**config.mk**
```make
export PLATFORM = sky130hd
export DESIGN_NAME = led_bank_arbiter
export DESIGN_NICKNAME = d
export VERILOG_FILES = /design/src/rtl/led_bank_arbiter_pkg.sv /design/src/rtl/led_bank_arbiter_rr_pick.sv /design/src/rtl/led_bank_arbiter.sv
export SDC_FILE = /design/constraint.sdc
export NUM_CORES = 1
export LEC_CHECK = 0
export BUFFER_PORTS_ARGS = -buffer_cell sky130_fd_sc_hd__buf_4
export CORE_UTILIZATION = 45
export DETAILED_ROUTE_END_ITERATION = 12
export PLACE_DENSITY = 0.81
export SLEW_MARGIN = 10
export SYNTH_ARGS = -nofsm -noshare
export SYNTH_HDL_FRONTEND = slang
export SYNTH_HIERARCHICAL = 1
export SYNTH_SLANG_ARGS = --single-unit
```
**constraint.sdc**
```tcl
create_clock -name clk -period 3.1 [get_ports clk]
set_clock_uncertainty 0.1 [all_clocks]
set_input_delay 0.62 -clock clk [delete_from_list [all_inputs] [get_ports clk]]
set_output_delay 0.62 -clock clk [all_outputs]
set_load 0.01 [all_outputs]
```
**src/rtl/led_bank_arbiter_pkg.sv**
```systemverilog
// Shared types and helpers for the LED bank arbiter.
// The GAP state is only present when LED_BANK_ARB_BLANK_EN is defined.
package led_bank_arbiter_pkg;

  localparam int DEF_NREQ     = 4;
  localparam int DEF_WIDTH    = 8;
  localparam int DEF_MIN_HOLD = 16;
  localparam int DEF_MAX_HOLD = 1024;

`ifdef LED_BANK_ARB_BLANK_EN
  typedef enum logic [1:0] {ST_IDLE, ST_HOLD, ST_GAP} arb_state_e;
`else
  typedef enum logic [1:0] {ST_IDLE, ST_HOLD} arb_state_e;
`endif

  // LSB position of requester idx's pattern on the packed data bus.
  function automatic int unsigned slice_lsb(input int unsigned idx, input int unsigned width);
    return idx * width;
  endfunction

endpackage

```
**src/rtl/led_bank_arbiter_rr_pick.sv**
```systemverilog
// Combinational round-robin priority encoder: the search starts one position
// after ptr_i and wraps, so the requester at ptr_i has the lowest priority.
module led_bank_arbiter_rr_pick #(
  parameter int NREQ = 4
) (
  input  logic [NREQ-1:0]         req_i,
  input  logic [$clog2(NREQ)-1:0] ptr_i,
  output logic [NREQ-1:0]         onehot_o,
  output logic [$clog2(NREQ)-1:0] idx_o,
  output logic                    valid_o
);

  localparam int PW = $clog2(NREQ);

  always_comb begin
    onehot_o = '0;
    idx_o    = '0;
    valid_o  = 1'b0;
    for (int k = 1; k <= NREQ; k++) begin
      if (!valid_o && req_i[(int'(ptr_i) + k) % NREQ]) begin
        onehot_o[(int'(ptr_i) + k) % NREQ] = 1'b1;
        idx_o   = PW'((int'(ptr_i) + k) % NREQ);
        valid_o = 1'b1;
      end
    end
  end

endmodule

```
**src/rtl/led_bank_arbiter.sv**
```systemverilog
// Round-robin owner arbitration for the LED bank with minimum dwell and
// preemption after MAX_HOLD. Define LED_BANK_ARB_BLANK_EN for a one-cycle blank on release.
//
// state | meaning
// IDLE  | no owner, LEDs dark, arbitrate every cycle
// HOLD  | one requester owns the bank, led_out follows its data
// GAP   | one blank cycle after a release, arbitrate (blanking build only)
module led_bank_arbiter
  import led_bank_arbiter_pkg::*;
#(
  parameter int NREQ     = DEF_NREQ,
  parameter int WIDTH    = DEF_WIDTH,
  parameter int MIN_HOLD = DEF_MIN_HOLD,
  parameter int MAX_HOLD = DEF_MAX_HOLD
) (
  input  logic                  clk,
  input  logic                  rst,
  input  logic [NREQ-1:0]       req,
  input  logic [NREQ*WIDTH-1:0] data,
  output logic [NREQ-1:0]       grant,
  output logic [WIDTH-1:0]      led_out,
  output logic                  busy
);

  localparam int PW = $clog2(NREQ);
  localparam int CW = $clog2(MAX_HOLD + 1);
  localparam logic [CW-1:0] MIN_M1  = CW'(MIN_HOLD - 1);
  localparam logic [CW-1:0] MAX_M1  = CW'(MAX_HOLD - 1);
  localparam logic [CW-1:0] CNT_SAT = CW'(MAX_HOLD);

  arb_state_e        state_q, state_d;
  logic [CW-1:0]     cnt_q, cnt_d;
  logic [PW-1:0]     ptr_q, ptr_d;
  logic [NREQ-1:0]   grant_q, grant_d;
  logic [WIDTH-1:0]  led_q, led_d;

  logic [NREQ-1:0]   pick_gnt;
  logic [PW-1:0]     pick_idx;
  logic              pick_vld;
  logic [WIDTH-1:0]  owner_data;
  logic              release_c;

  led_bank_arbiter_rr_pick #(.NREQ(NREQ)) u_rr_pick (
    .req_i    (req),
    .ptr_i    (ptr_q),
    .onehot_o (pick_gnt),
    .idx_o    (pick_idx),
    .valid_o  (pick_vld)
  );

  // ptr_q doubles as the current owner while in HOLD.
  assign owner_data = data[slice_lsb(32'(ptr_q), WIDTH) +: WIDTH];

  always_comb begin
    state_d   = state_q;
    cnt_d     = cnt_q;
    ptr_d     = ptr_q;
    grant_d   = grant_q;
    led_d     = '0;
    release_c = 1'b0;
    case (state_q)
`ifdef LED_BANK_ARB_BLANK_EN
      ST_IDLE, ST_GAP: begin
`else
      ST_IDLE: begin
`endif
        cnt_d = '0;
        if (pick_vld) begin
          state_d = ST_HOLD;
          grant_d = pick_gnt;
          ptr_d   = pick_idx;
        end else begin
          state_d = ST_IDLE;
          grant_d = '0;
        end
      end
      ST_HOLD: begin
        led_d = owner_data;
        if (cnt_q != CNT_SAT) cnt_d = cnt_q + 1'b1;
        release_c = ((cnt_q >= MIN_M1) && !req[ptr_q]) ||
                    ((cnt_q >= MAX_M1) && |(req & ~grant_q));
        if (release_c) begin
`ifdef LED_BANK_ARB_BLANK_EN
          state_d = ST_GAP;
          grant_d = '0;
          led_d   = '0;
          cnt_d   = '0;
`else
          // Search starts after the old owner, so it rotates out naturally.
          if (pick_vld) begin
            grant_d = pick_gnt;
            ptr_d   = pick_idx;
            cnt_d   = '0;
          end else begin
            state_d = ST_IDLE;
            grant_d = '0;
            led_d   = '0;
            cnt_d   = '0;
          end
`endif
        end
      end
      default: begin
        state_d = ST_IDLE;
        grant_d = '0;
        cnt_d   = '0;
      end
    endcase
  end

  always_ff @(posedge clk) begin
    if (!rst) begin
      state_q <= ST_IDLE;
      cnt_q   <= '0;
      ptr_q   <= PW'(NREQ - 1);
      grant_q <= '0;
      led_q   <= '0;
    end else begin
      state_q <= state_d;
      cnt_q   <= cnt_d;
      ptr_q   <= ptr_d;
      grant_q <= grant_d;
      led_q   <= led_d;
    end
  end

  assign grant   = grant_q;
  assign led_out = led_q;
  assign busy    = |grant_q;

endmodule

```
==> results of run 1 <==
## per-stage QoR
stage / instance area (um2) / instances / power (mW) / hold WS, ns
after global placement: 2440 / 321 / 0.737 / 0.405
after CTS: 2510 / 325 / 1.02 / 0.415
after floorplan: 2070 / 230 / 0.641 / 0.389
after global routing: 2510 / 325 / 1.07 / 0.441
final: 2510 / 325 / 1.02 / 0.421
after detailed placement: 2440 / 321 / 0.745 / 0.401
## worst max path at each step
stage,from,end,slack (ns),cells past startpoint
CTS,ptr_q[0]$_SDFFE_PN1P_,grant[2]$_SDFFE_PN0P_,0.63,7
finish,ptr_q[1]$_SDFFE_PN1P_,grant[1]$_SDFFE_PN0P_,0.63,8
floorplan,ptr_q[0]$_SDFFE_PN1P_,grant[1]$_SDFFE_PN0P_,0.44,11
global route,ptr_q[1]$_SDFFE_PN1P_,grant[2]$_SDFFE_PN0P_,0.46,8
detailed placement,req[1],grant[2]$_SDFFE_PN0P_,0.63,7
global placement,req[0],grant[0]$_SDFFE_PN0P_,0.67,7
## layout by cell type (no fill, tap or decap), types with 7 or more instances in the layout
cell type  count
a21oi_1       11
buf_4         52
dfxtp_1       26
nand2_1       19
inv_1         14
ha_1          10
nor2_1        22
nand4_1        7
nor2_2        10
nand3_1       11
mux4_1         8
## critical path, stage by stage (launching register included)
cell and delay (ns):
dfxtp_1 0.34, inv_1 0.13, ha_1 0.54, inv_1 0.21
a31oi_1 0.37, o31ai_1 0.10, or3_1 0.39, o211ai_1 0.09
a21oi_1 0.09
## cells by family after synthesis
kind of cell	share of synthesized area, %
XOR/XNOR	3.39
AO/OA/AOI/OAI	17.6
adder cells (fa/ha/maj)	6.06
flip-flops	25.2
multiplexers	17.4
AND/OR/NAND/NOR	23.6
buffers and inverters	6.78
## flip-flops by register name, summed over array words and instances, names as in the netlist
signal / cells
ptr_q: 2
led_out: 8
grant: 4
cnt_q: 11
state_q: 1
## power by group
part / switching (mW) / internal [mW]
clock network: 0.112 / 0.173
registers: 0.0126 / 0.354
logic: 0.194 / 0.179
total: 0.318 / 0.706
## layout make-up
class / count / area, um2 / share of cell area [%]
clock buffer: 3 / 41.3 / 1.65
inverter: 15 / 56.3 / 2.24
sequential: 26 / 520 / 20.7
tap: 52 / 65.1 / 2.59
multi-input combinational: 176 / 1410 / 56.0
timing repair buffer: 52 / 390 / 15.6
clock inverter: 1 / 30.0 / 1.20
## cells in the mapped netlist (all sizes together), types with 2 or more instances
| cell | n |
|---|---|
| clkbuf | 4 |
| nor4b | 2 |
| nand2 | 19 |
| a2111o | 4 |
| or3 | 5 |
| o22ai | 3 |
| nor3 | 2 |
| o211a | 2 |
| ha | 10 |
| o31ai | 4 |
| o21ai | 5 |
| buf | 9 |
| a211oi | 3 |
| mux2 | 2 |
| nor2 | 32 |
| mux4 | 11 |
| dfxtp | 26 |
| nand4 | 8 |
| nand2b | 2 |
| mux2i | 6 |
| xnor2 | 5 |
| xor2 | 3 |
| nand3 | 12 |
| a31oi | 5 |
| o211ai | 4 |
| inv | 14 |
| a21oi | 12 |
## metal layers
metal  GRT usage, %  routed length [um]  vias to the layer above
met3           3.63                 347                        6
met5              0                   0                        -
met1           26.0                2070                      899
li1               -                   -                      941
met4           5.78                  44                        0
met2           31.5                2240                       85
==> flow_summary.toml, run 1 <==
[cts]
cts_buffers = 3
post_cts_buffers = 0
postCtsHoldBufs = 0
cts.root.buffer_cell = "clkbuf_8"
clkSinkCount = 26
path_clk_slew_ns = 0.09
cts_tree = "built"
clk_latency_ns = 0.28
cts_resized = 0
htree_levels = 1
clockBufferDepth = 2

[synth]
syn-num-nets = 278
post_synth_main_area_contributors = "dfxtp_1 25%, mux4_1 10%, ha_1 6.1%"
ys.flop_type = "dfxtp_1"
avgSynthCellArea_um2 = 8.98
synth_top_area_share_pct = 25.2
ys_seq_area_share_pct = 25.2
ys_seq_elements = 26
syn_area_um2 = 2070
yosysWarnings = 6
ys_types = 53
netlist.top_cell.by_area = "dfxtp_1"
synth_edf_count = 0
synth_cells = 230
async_flop_share_pct = 0

[routing]
vias = 1931
drc = 0
drt_iter0_drc = 82
routed_wl_um = 4700
antenna_left = 0
wl_per_cell_um = 14.5
vias_per_cell = 5.94
drtPass1Iterations = 4

[die]
initial_core_util_pct = 47.1
die_h_um = 69.8
fp.coreArea_um2 = 4380
row_count = 24
io_pins = 51
die-area_um2 = 4870
die_x_um = 69.8

[worst_setup_path]
startpoint_type = "register"
critPathRequiredTime_ns = 3.17
cp.arrival_ns = 2.54
r2r_cells = 8
critPathKind = "register to register"
cp-end-kind = "register"
reg2reg_to = "grant[1]$_SDFFE_PN0P_"
r2r_setup_slack_ns = 0.63
r2r-start = "ptr_q[1]$_SDFFE_PN1P_"
cp_max_fo = 11

[finish]
fin_nets = 322
postLayoutCoreUtil_pct = 57.2
diodes = 0
drive_above_1_share_pct = 30.0
fillers = 384
area_growth_syn_to_layout_pct = 21.4

[hold_path]
hp-start = "grant[3]$_SDFFE_PN0P_"
hold-path-endpoint = "grant[3]$_SDFFE_PN0P_"
whs_path_depth = 2
hold_path_class = "register to register"

[sta]
fmax_mhz = 405
tightest_slew_ns = 0.564
setup_tns_ns = 0
finalSetupViolCount = 0
slew_viol_final = 0
rsz0062_at_grt = "no"
fin_crit_sh_pct = 79.7
hold_viol_final = 0
slew_headroom_pct = 61.3
timing.final.ws_setup_ns = 0.630
fin_crit_ns = 2.47

[pwr]
power_density_nw_per_um2 = 408
vdd_drop_max_v = 0.000286
leakage_nw = 1.06

[run_status]
run_status = "complete, no violations"

[placement]
io_buffers = 50
dpl.hpwl_um = 3490
pre_cts_ws_ns = 0.630
routabilityCongestion = 0.888

[global_route]
first_global_vias = 1743
grt_pass1_wl_um = 7690
antenna_found_initial = 0
grt_max_degree = 30
grt_use_total_pct = 19.3
grt_overflow = 0

[job]
cap_violations = 0
Note: power is estimated with default switching activity, not from simulation.
==> run 2: changes to the inputs <==
clock period = 2.5 ns   (was 3.1 ns; I/O delays follow)
==> run 2 against run 1 <==
Against the previous run: hold slack worse by 0.013 ns; worst setup slack lost 0.42 ns; sequential power increased by 24%; combinational power up 31%; die area did not move; register-to-register slack worse by 0.42 ns; global-route usage rose by 1.1 points; flip-flop and latch count did not move; cell area increased by 1.8%; first-iteration DRC count down 16%; cell count is 1.5% higher; critical path type unchanged; critical endpoint unchanged; highest routed layer unchanged.
==> flow_summary.toml, run 2 (synthesized netlist as in run 1, its figures left out) <==
[worst_setup_path]
reg2reg_to = "grant[1]$_SDFFE_PN0P_"
crit_top_cell = "buf_4"
cp-end-kind = "register"
cp_slowest_stage_delay_ns = 0.45
cp_cell_sequence = "buf_4 -> buf_4 -> or3b_2 -> a2111o_1 -> a31oi_1 -> or3_1 -> o211ai_1 -> a21oi_1"
cp-endpoint = "grant[1]$_SDFFE_PN0P_"
crit_start = "ptr_q[0]$_SDFFE_PN1P_"
startpoint_type = "register"
critPathKind = "register to register"
cp_max_fo = 11
cpMaxStageDelayCell = "a2111o_1"
cp.arrival_ns = 2.40
r2r_setup_slack_ns = 0.21
r2r_cells = 8
critPathRequiredTime_ns = 2.61
r2r-start = "ptr_q[0]$_SDFFE_PN1P_"

[finish]
diodes = 0
regMostFlops = "cnt_q"
layout_common_cells = "57 x buf_4, 25 x dfxtp_1, 22 x nor2_1, 19 x nand2_1, 14 x inv_1"
postLayoutCoreUtil_pct = 58.2
fin_nets = 327
largest_reg_flops = 11
drive_above_1_share_pct = 32.0
area_growth_syn_to_layout_pct = 23.6
final_common_cell = "buf_4"
final_cells = 330

[hold_path]
whs_path_depth = 2
hp-start = "grant[2]$_SDFFE_PN0P_"
hold_path_class = "register to register"

[die]
row_count = 24
die-area_um2 = 4870
initial_core_util_pct = 47.1
die_h_um = 69.8
fp.coreArea_um2 = 4380
io_pins = 51
die_x_um = 69.8

[global_route]
first_global_vias = 1736
grt_pass1_wl_um = 7960
grt_overflow = 0
grt_max_degree = 20
antenna_found_initial = 0
grt_use_total_pct = 20.4

[sta]
setup_tns_ns = 0
slew_headroom_pct = 71.4
finalSetupViolCount = 0
tightest_slew_ns = 0.428
rsz0062_at_grt = "no"
hold_viol_final = 0
holdWs_ns = 0.407
fmax_mhz = 436
fin_crit_sh_pct = 91.7
slew_viol_final = 0
fin_crit_ns = 2.29

[placement]
io_buffers = 50
dpl.cell_count = 326
dpl.hpwl_um = 3490
routabilityCongestion = 0.844

[cts]
clk_latency_ns = 0.28
clkSinkCount = 26
cts_tree = "built"
cts_resized = 0
post_cts_buffers = 0
cts_buffers = 3
clockBufferDepth = 2
cts.root.buffer_cell = "clkbuf_8"
postCtsHoldBufs = 0
htree_levels = 1
path_clk_slew_ns = 0.09

[routing]
antenna_left = 0
drc = 0
drt_iter0_drc = 69
drtPass1Iterations = 4
vias = 1938
routed_wl_um = 4660
vias_per_cell = 5.87
wl_per_cell_um = 14.1

[pwr]
p_total_mw = 1.30
power_density_nw_per_um2 = 508
vdd_drop_max_v = 0.000269
leakage_nw = 1.08

[job]
cap_violations = 0

[run_status]
run_status = "complete, no violations"
[run 2: layer usage]
| layer | routed length, um | up-vias | GRT usage (%) |
|---|---|---|---|
| met5 | 0 | - | 0 |
| met4 | 106 | 0 | 6.89 |
| met3 | 266 | 11 | 4.51 |
| met2 | 2100 | 55 | 31.9 |
| met1 | 2190 | 915 | 27.8 |
| li1 | - | 957 | - |
[run 2: stage by stage]
stage	area (um2)	worst slack [ns]
finish	2550	0.208
global route	2550	0.0651
CTS	2550	0.162
detailed placement	2480	0.143
global placement	2480	0.181
floorplan	2070	0.0530
[run 2: where the power goes]
part | internal [mW] | leakage [nW] | switching (mW) | total, mW
registers | 0.439 | 0.212 | 0.0155 | 0.455
logic | 0.241 | 0.835 | 0.247 | 0.488
clock network | 0.215 | 0.0357 | 0.140 | 0.355
[run 2: how the worst min path moves through the flow]
| stage | to |
|---|---|
| floorplan | cnt_q[6]$_SDFFE_PP0P_ |
| detailed placement | grant[2]$_SDFFE_PN0P_ |
| global route | grant[2]$_SDFFE_PN0P_ |
| CTS | grant[2]$_SDFFE_PN0P_ |
| finish | grant[2]$_SDFFE_PN0P_ |
| global placement | grant[1]$_SDFFE_PN0P_ |
[run 2: cell type report]
class                      instances  area, um2
fill                             386       1830
inverter                          15       56.3
timing repair buffer              57        428
clock inverter                     1       30.0
sequential                        26        522
tap                               52       65.1
clock buffer                       3       41.3
multi-input combinational        176       1410
[run 2: worst max-delay path: cells and delay by family, from the launching register on]
kind	cells	cell delay, ns
compound gates	4	0.85
buf+inv	2	0.35
flops	1	0.34
simple gates	2	0.59
==> run 3: changes to the inputs <==
RECOVER_POWER = 50   (was not set)
==> run 3 against run 2 <==
Against the previous run: sequential share of layout area grew 0.45 points; global-route usage is the same; total power shrank 1.4%; non-clock buffer count is the same; critical endpoint unchanged.
==> flow_summary.toml, run 3 (synthesized netlist as in run 1, its figures left out) <==
[run_status]
run_status = "complete, no violations"

[worst_setup_path]
crit_top_cell = "buf_4"
cpMaxStageDelayCell = "a2111o_1"
cp-end-kind = "register"
reg2reg_to = "grant[1]$_SDFFE_PN0P_"
cp_slowest_stage_delay_ns = 0.45
startpoint_type = "register"
cp.arrival_ns = 2.40
critPathRequiredTime_ns = 2.61
critPathKind = "register to register"
r2r-start = "ptr_q[0]$_SDFFE_PN1P_"
cp_max_fo = 11
r2r_setup_slack_ns = 0.21
cp_cell_sequence = "buf_4 -> buf_4 -> or3b_2 -> a2111o_1 -> a31oi_1 -> or3_1 -> o211ai_1 -> a21oi_1"
r2r_cells = 8

[sta]
finalSetupViolCount = 0
setup_tns_ns = 0
hold_viol_final = 0
fin_crit_ns = 2.29
fin_crit_sh_pct = 91.5
timing.final.ws_setup_ns = 0.212
rsz0062_at_grt = "no"
tightest_slew_ns = 0.487
slew_viol_final = 0
holdWs_ns = 0.406
fmax_mhz = 437
slew_headroom_pct = 67.1

[cts]
post_cts_buffers = 0
clkSinkCount = 26
htree_levels = 1
cts_resized = 0
cts_tree = "built"
clk_latency_ns = 0.28
postCtsHoldBufs = 0
clockBufferDepth = 2
cts_buffers = 3
cts.root.buffer_cell = "clkbuf_8"
path_clk_slew_ns = 0.09

[pwr]
power_frac_comb_pct = 36.7
vdd_drop_max_v = 0.000268
pwr-share-seq_pct = 35.5
p_switching_mw = 0.402
p_int_mw = 0.877
clockPowerShare_pct = 27.8
leakage_nw = 1.03
power_density_nw_per_um2 = 512
sw_frac_of_total_pct = 31.4
p_total_mw = 1.28

[finish]
area_growth_syn_to_layout_pct = 21.0
final_cells = 330
fin_area_um2 = 2500
fillers = 405
drive_above_1_share_pct = 27.0
largest_reg_flops = 11
regMostFlops = "cnt_q"
final_common_cell = "buf_4"
fin_nets = 327
postLayoutCoreUtil_pct = 57.0
diodes = 0
layout_common_cells = "44 x buf_4, 25 x dfxtp_1, 22 x nor2_1, 19 x nand2_1, 14 x inv_1"

[routing]
vias_per_cell = 5.87
drc = 0
drtPass1Iterations = 4
wl_per_cell_um = 14.2
vias = 1937
antenna_left = 0
drt_iter0_drc = 98
routed_wl_um = 4680

[global_route]
grt_max_degree = 20
first_global_vias = 1736
grt_use_total_pct = 20.4
grt_pass1_wl_um = 7960
antenna_found_initial = 0
grt_overflow = 0

[die]
io_pins = 51
die_x_um = 69.8
die_h_um = 69.8
fp.coreArea_um2 = 4380
initial_core_util_pct = 47.1
die-area_um2 = 4870
row_count = 24

[job]
cap_violations = 0

[placement]
routabilityCongestion = 0.844
dpl_cell_area_um2 = 2480
dpl.cell_count = 326
dpl.hpwl_um = 3490
io_buffers = 50
pre_cts_ws_ns = 0.143

[hold_path]
hold-path-endpoint = "grant[2]$_SDFFE_PN0P_"
whs_path_depth = 2
hold_path_class = "register to register"
hp-start = "grant[2]$_SDFFE_PN0P_"
[run 3: changes by cell type in the layout (fill, tap and decap cells not counted)]
cell and change:
buf_4 -13, clkbuf_1 +13, nor4b_1 +1, nor4b_2 -1
[run 3: critical path, delay by kind of cell, from the launching register on]
family                 cells  cell delay (ns)
AOI/OAI and AO/OA          4             0.85
buffers and inverters      2             0.35
DFF                        1             0.34
and+or+nand+nor            2             0.59
[run 3: metal layers]
| metal | vias to the layer above | global-route usage, % | share of wire, % |
|---|---|---|---|
| li1 | 960 | - | - |
| met4 | 0 | 6.89 | 2.2 |
| met1 | 904 | 27.8 | 47 |
| met3 | 11 | 4.51 | 5.9 |
| met2 | 62 | 31.9 | 45 |
| met5 | - | 0 | 0 |
[run 3: final cells by class]
class	count	area [um2]	share of cell area, %
clock buffer	3	41.3	1.65
clock inverter	1	30.0	1.20
inverter	15	56.3	2.25
multi-input combinational	176	1410	56.2
sequential	26	522	20.9
tap	52	65.1	2.60
timing repair buffer	57	379	15.2
[run 3: how the worst max path moves through the flow]
stage	from	to	cells past startpoint
2_1_floorplan	ptr_q[0]$_SDFFE_PN1P_	grant[1]$_SDFFE_PN0P_	11
3_3_place_gp	req[0]	grant[0]$_SDFFE_PN0P_	7
3_5_place_dp	req[0]	grant[2]$_SDFFE_PN0P_	7
4_1_cts	ptr_q[0]$_SDFFE_PN1P_	grant[1]$_SDFFE_PN0P_	8
5_1_grt	cnt_q[1]$_SDFFE_PP0P_	cnt_q[1]$_SDFFE_PP0P_	6
6_report	ptr_q[0]$_SDFFE_PN1P_	grant[1]$_SDFFE_PN0P_	8
[run 3: power groups by stage]
stage	logic [mW]	registers (mW)	clock network [mW]
global placement	0.471	0.464	0
finish	0.470	0.455	0.355
floorplan	0.320	0.477	0
CTS	0.482	0.455	0.354
detailed placement	0.480	0.465	0
global route	0.516	0.458	0.370
